[config.mk]
export PLATFORM = sky130hd
export DESIGN_NAME = seq_reg_write_arbiter
export DESIGN_NICKNAME = d
export VERILOG_FILES = /design/src/rtl/seq_reg_write_arbiter.sv
export SDC_FILE = /design/constraint.sdc
export NUM_CORES = 1
export LEC_CHECK = 0
export CAP_MARGIN = 30
export CORE_ASPECT_RATIO = 0.9
export CORE_MARGIN = 2
export CORE_UTILIZATION = 48
export CTS_BUF_LIST = sky130_fd_sc_hd__clkbuf_2 sky130_fd_sc_hd__clkbuf_4 sky130_fd_sc_hd__clkbuf_8
export CTS_CLUSTER_DIAMETER = 40
export DETAILED_ROUTE_END_ITERATION = 7
export GPL_TIMING_DRIVEN = 0
export PLACE_DENSITY_LB_ADDON = 0.1
export SKIP_LAST_GASP = 1
export SYNTH_ARGS = -nofsm -noshare
export SYNTH_HDL_FRONTEND = slang
export SYNTH_SLANG_ARGS = --single-unit
[constraint.sdc]
create_clock -name clk -period 5.4 [get_ports clk]
set_clock_uncertainty 0.1 [all_clocks]
set_input_delay 0.54 -clock clk [delete_from_list [all_inputs] [get_ports clk]]
set_output_delay 0.54 -clock clk [all_outputs]
set_load 0.03 [all_outputs]
[src/rtl/seq_reg_write_arbiter.sv]
// Round-robin write arbiter feeding one shared enabled register, with a LOCKED state for back-to-back owner writes.
// Optional write counter output wr_count is enabled by defining SEQ_ARB_WRCNT_EN.
module seq_reg_write_arbiter #(
  parameter  int NREQ  = 4,
  parameter  int WIDTH = 8,
  localparam int IDXW  = $clog2(NREQ)
) (
  input  logic                    clk,
  input  logic                    rst,
  input  logic [NREQ-1:0]         req,
  input  logic [NREQ-1:0]         lock,
  input  logic [NREQ*WIDTH-1:0]   data,
  output logic [NREQ-1:0]         gnt,
  output logic                    ack,
  output logic [WIDTH-1:0]        q,
  output logic [IDXW-1:0]         owner,
  output logic                    busy
`ifdef SEQ_ARB_WRCNT_EN
  ,
  output logic [15:0]             wr_count
`endif
);

  typedef enum logic {IDLE, LOCKED} state_t;

  state_t           state, state_n;
  logic [IDXW-1:0]  rr_ptr, rr_n;
  logic [IDXW-1:0]  win, cand, sel, owner_n;
  logic             any_req;
  logic [WIDTH-1:0] q_n;
  logic [NREQ-1:0]  gnt_n;
  logic             ack_n;

  function automatic logic [IDXW-1:0] wrap_inc(input logic [IDXW-1:0] idx);
    if (int'(idx) == NREQ - 1) return '0;
    return idx + 1'b1;
  endfunction

  function automatic logic [15:0] sat_inc(input logic [15:0] cnt);
    return (cnt == 16'hFFFF) ? cnt : cnt + 16'd1;
  endfunction

  // Search starts at rr_ptr and wraps; the first requester found wins.
  always_comb begin
    win     = '0;
    any_req = 1'b0;
    cand    = rr_ptr;
    for (int i = 0; i < NREQ; i++) begin
      if (!any_req && req[cand]) begin
        win     = cand;
        any_req = 1'b1;
      end
      cand = wrap_inc(cand);
    end
  end

  always_comb begin
    state_n = state;
    q_n     = q;
    gnt_n   = '0;
    ack_n   = 1'b0;
    owner_n = owner;
    rr_n    = rr_ptr;
    sel     = (state == LOCKED) ? owner : win;
    case (state)
      IDLE: begin
        if (any_req) begin
          q_n     = data[sel*WIDTH +: WIDTH];
          gnt_n   = {{(NREQ-1){1'b0}}, 1'b1} << sel;
          ack_n   = 1'b1;
          owner_n = sel;
          rr_n    = wrap_inc(sel);
          if (lock[sel]) state_n = LOCKED;
        end
      end
      LOCKED: begin
        // Only the owner is served; a dropped req costs exactly one idle cycle.
        if (req[sel]) begin
          q_n   = data[sel*WIDTH +: WIDTH];
          gnt_n = {{(NREQ-1){1'b0}}, 1'b1} << sel;
          ack_n = 1'b1;
          if (!lock[sel]) state_n = IDLE;
        end else begin
          state_n = IDLE;
        end
      end
      default: state_n = IDLE;
    endcase
  end

  always_ff @(posedge clk) begin
    if (rst) state <= IDLE;
    else     state <= state_n;
  end

  always_ff @(posedge clk) begin
    if (rst) begin
      q      <= '0;
      gnt    <= '0;
      ack    <= 1'b0;
      owner  <= '0;
      busy   <= 1'b0;
      rr_ptr <= '0;
    end else begin
      q      <= q_n;
      gnt    <= gnt_n;
      ack    <= ack_n;
      owner  <= owner_n;
      busy   <= (state_n == LOCKED);
      rr_ptr <= rr_n;
    end
  end

`ifdef SEQ_ARB_WRCNT_EN
  always_ff @(posedge clk) begin
    if (rst)        wr_count <= '0;
    else if (ack_n) wr_count <= sat_inc(wr_count);
  end
`endif

endmodule

-- After elaboration in Yosys (flattened, before gate mapping)
Index checks and enable logic that the tools add are counted.
- bits in registers: 18
- input port bits: 42
- shift operators: 2
- bitwise logic cells: 1
- reduce and logical (&&, ||, !) cells: 8
- mux-type cells: 48
- add/sub/neg operators: 4
- equality and inequality tests: 6
- order comparisons: 5
- operators by type and width (operator ; number):
    $shiftx A32 B6 Y8 ; 1
    $mux W2 ; 13
    $mux W1 ; 21
    $mux W8 ; 2
    $pmux W8 S2 ; 1
    $lt A2 B3 Y1 const B ; 5
    $bmux W1 S2 ; 6
    $add A2 B1 Y2 const B ; 4
    $eq A2 B1 Y1 const B ; 4
    $mux W4 ; 2
    $pmux W4 S2 ; 1
    $pmux W1 S2 ; 2
    $reduce_and A2 Y1 ; 2
    $shl A1 B2 Y4 const A ; 1
    $logic_and A1 B1 Y1 ; 3
    $logic_not A1 Y1 ; 3
    $ne A2 B1 Y1 const B ; 1
    $ne A2 B2 Y1 const B ; 1
    $not A1 Y1 ; 1

-- Depth between registers and ports, before layout
- word-level depth: 19
- depth in mapped cells: 11
- depth with buffers taken out: 9

-- Least setup slack after synthesis
Ideal clock, no wire load.
- path kind: input-to-reg
- from: input req[3]
- to: register rr_ptr[1]
- setup time: 0.086 ns
- cell stages on the path: 10
- data arrival time: 2.676 ns
- setup slack: 2.538 ns
- cells stage by stage: buf_2 mux4_2 a311oi_4 and4_1 buf_4 o21ai_2 buf_1 inv_1 ha_1 a211oi_1
- cells in the longest elaborated chain, start to end: 18
- elaborated cells on any way between the ends: 30
- ends and longest elaborated chain (element ; line ; source):
    start: declaration ; 10 ; input logic [NREQ-1:0] req,
    $bmux W1 S2 ; 49 ; if (!any_req && req[cand]) begin
    $mux W1 (not written as such) ; 49 ;
    $mux W1 ; 49 ;
    $logic_not A1 Y1 ; 49 ;
    $logic_and A1 B1 Y1 ; 49 ;
    $mux W1 ; 49 ;
    $logic_not A1 Y1 ; 49 ;
    $logic_and A1 B1 Y1 ; 49 ;
    [3 not listed] ; n/a ;
    $mux W2 (*) ; 49 ;
    $mux W2 (*) ; 64 ; sel = (state == LOCKED) ? owner : win;
    net sel[0] ; 28 ; logic [IDXW-1:0] win, cand, sel, owner_n;
    $eq A2 B1 Y1 ; 35 ; if (int'(idx) == NREQ - 1) return '0;
    $mux W1 ; 35 ;
    $mux W1 ; 67 ; if (any_req) begin
    $mux W1 ; 65 ; case (state)
    $mux W2 (*) ; 36 ; return idx + 1'b1;
    end signal: assignment ; 110 ; rr_ptr <= rr_n;
    end: declaration ; 27 ; logic [IDXW-1:0] rr_ptr, rr_n;
The timed path passes the listed nets; every way through them passes the cells marked *. The select of a mux whose other input is x is not followed.
A chain may end at the register's enable or synchronous reset.

-- Worst setup path after layout
- from: input req[0]
- to: register rr_ptr[1]
Same word-level chain as after synthesis.

==> results_dict.tcl <==
set metrics [dict create \
    worst-path-stages 10 \
    worst_path_max_delay_cell "mux4_2" \
    gp_congestion 0.880 \
    syn2layout_area_growth_pct 43.6 \
    fin_setup_tns_ns 0 \
    period_share_pct 61.6 \
    coreArea_mm2 0.00282 \
    vias 1642 \
    yosysMostFrequentCell "nand2_1" \
    fin_nets 277 \
    setup_viol 0 \
    synth.top_cell.area_share_pct 24.8 \
    clockBufferDepth 2 \
    wire_per_inst_um 16.5 \
    multiInputGateArea_um2 981 \
    r2r_setup_slack_ns 2.16 \
    drive_gt1_share_pct 8.30 \
    seqCellArea_um2 360 \
    dieArea_mm2 0.00349 \
    grt_pass1_wl_mm 6.89 \
    async_reset_ff_share_pct 0 \
    crit_required_ns 5.53 \
    antenna_cells 0 \
    cts_tree "built" \
    syn_area_mm2 0.00145 \
    yosysSeqAreaShare_pct 24.8 \
    die_x_um 62.0 \
    cts.sink_count 18 \
    worstMarginPinSlew_ns 0.730 \
    p_leak_nw 0.868 \
    holdCritStartpoint "q[0]" \
    postSynthRegisterBits 18 \
    start_kind "input pin" \
    synth_top_area_cell "dfxtp_1" \
    hold_end "q[0]" \
    reg2reg_depth 11 \
    end_kind "flop" \
    cts_resized 0 \
    wl_mm 4.43 \
    rr_endpoint "rr_ptr[1]" \
    path_buf_inv 4 \
    pin_count 58 \
    synth_area_leaders "dfxtp_1, o211a_1, a2111oi_1" \
    drt_iter0_drc 129 \
    overflow 0 \
    dp_hpwl_mm 3.34 \
    grt_pass1_vias 1451 \
    slew_headroom_pct 51.0 \
    crit_fanout 11 \
    fmax_ghz 0.301 \
    p_per_area_mw_per_mm2 605 \
    cts_root_buffer "clkbuf_4" \
    portBuffers 54 \
    drv_cap 0 \
    htreeDepth 1 \
    hold_depth 2 \
    period_needed_ns 3.33 \
    synth_cell_types 45 \
    power_mw 1.26 \
    initial_core_util_pct 51.6 \
    synth_fp_nets 217 \
    clk_pin_slew_worst_paths_ns 0.13 \
    numCtsBuffers 3 \
    vdd_ir_drop_max_mv 0.346 \
    drv_slew 0 \
    post_cts.repair.setup_buffers 0 \
    path_delay_family "buffers and inverters" \
    yosys_warnings 0 \
    antenna_found_initial 0 \
    crit_chain "clkdlybuf4s50_1 -> mux4_2 -> a311oi_4 -> and4_1 -> buf_4 -> o21ai_2 -> buf_1 -> inv_1 -> ha_1 -> a211oi_1" \
    criticalPathCategory "input pin to flop" \
    hold_path.class "flop to flop" \
    postRouteAntennaNets 0 \
    first_pass_iters 4 \
    rsz0062_at_grt "no" \
    synth_flop_cell "dfxtp_1" \
    avgSynthCellArea_um2 8.55 \
    cts-hold-fix-buffers 0 \
    synth_edf_count 0 \
    grtUsageTotal_pct 26.3 \
    grt_max_degree 12 \
    rr_startpoint "rr_ptr[1]" \
    crit_arrival_ns 3.45 \
    finalHoldViolCount 0 \
    synth_common_cells "nand2_1, dfxtp_1, clkbuf_1" \
    num_rows 18 \
    die_y_um 56.2 \
    clock_latency_ns 0.30 \
    synth_cells 170 \
    slowest_delay_ns 0.57 \
    routed_via_density 6.10 \
    outcome "finished, final reports clean" \
    drc 0 \
    final.fill_count 236 \
]
area by class of cell:
| class | instances | area share (%) |
|---|---|---|
| Inverter | 9 | 1.62 |
| Sequential cell | 18 | 17.3 |
| Clock buffer | 4 | 1.74 |
| Timing Repair Buffer | 55 | 26.2 |
| Tap cell | 40 | 2.40 |
| Multi-Input combinational cell | 126 | 47.0 |
| Buffer | 17 | 3.77 |
routing by layer:
layer	vias to the layer above	track usage (%)	share of wire, %
met5	-	0	0
met4	0	5.47	0.95
met3	7	4.65	8.2
met2	81	42.9	49
met1	773	35.5	42
li1	781	-	-
sequential cells by signal, summed over array words and instances (netlist names):
signal  cells
owner       2
busy        1
rr_ptr      2
q           8
gnt         4
ack         1
worst max path at each step:
| stage | startpoint | to |
|---|---|---|
| 2_1_floorplan | req[3] | rr_ptr[1] |
| 3_3_place_gp | req[0] | rr_ptr[1] |
| 3_5_place_dp | req[0] | rr_ptr[1] |
| 4_1_cts | req[0] | rr_ptr[1] |
| 5_1_grt | rr_ptr[1] | rr_ptr[1] |
| 6_report | req[0] | rr_ptr[1] |
cells by family (layout without fill, tap and decap cells):
kind of cell | after synthesis | in the layout | share of synthesized area, %
AO/OA/AOI/OAI | 67 | 67 | 39.2
adder cells (fa/ha/maj) | 5 | 5 | 4.30
buffers and inverters | 26 | 85 | 7.75
flip-flops | 18 | 18 | 24.8
multiplexers | 11 | 11 | 9.55
AND/OR/NAND/NOR | 43 | 43 | 14.4
metrics by stage:
stage               cell area [µm²]  hold slack (ns)  std cells  worst slack (ns)  utilization [%]
CTS                            2090            0.367        269              2.10             74.2
detailed placement             2050            0.340        265              1.80             72.9
global route                   2090            0.388        269              1.85             74.2
global placement               2040            0.337        264              1.86             72.6
floorplan                      1450            0.428        170              2.54                -
finish                         2090            0.372        269              2.07             74.2
worst min-delay path, delay by kind of cell (launching register included):
| kind | cells | cell delay (ns) |
|---|---|---|
| AOI/OAI and AO/OA | 1 | 0.05 |
| DFF | 1 | 0.33 |
| and+or+nand+nor | 1 | 0.05 |
power by group:
part	internal (mW)	switching, mW	total (mW)
registers	0.187	0.0342	0.221
clock network	0.0412	0.0490	0.0902
logic	0.398	0.553	0.951
total	0.626	0.636	1.26
cell usage in the layout, fill, tap and decap left out, types with 4 or more instances in the layout:
cell type,synthesis,final
dfxtp_1,18,18
mux2i_1,6,6
nand2_1,20,20
o31ai_1,8,8
a211oi_1,5,5
o211a_1,9,9
a2111oi_1,8,8
a21oi_1,9,9
nor2_1,8,8
and2_1,4,4
clkbuf_1,10,10
a221oi_1,8,8
inv_1,8,8
ha_1,5,5
clkdlybuf4s50_1,0,54
Note: power is estimated with default switching activity, not from simulation.
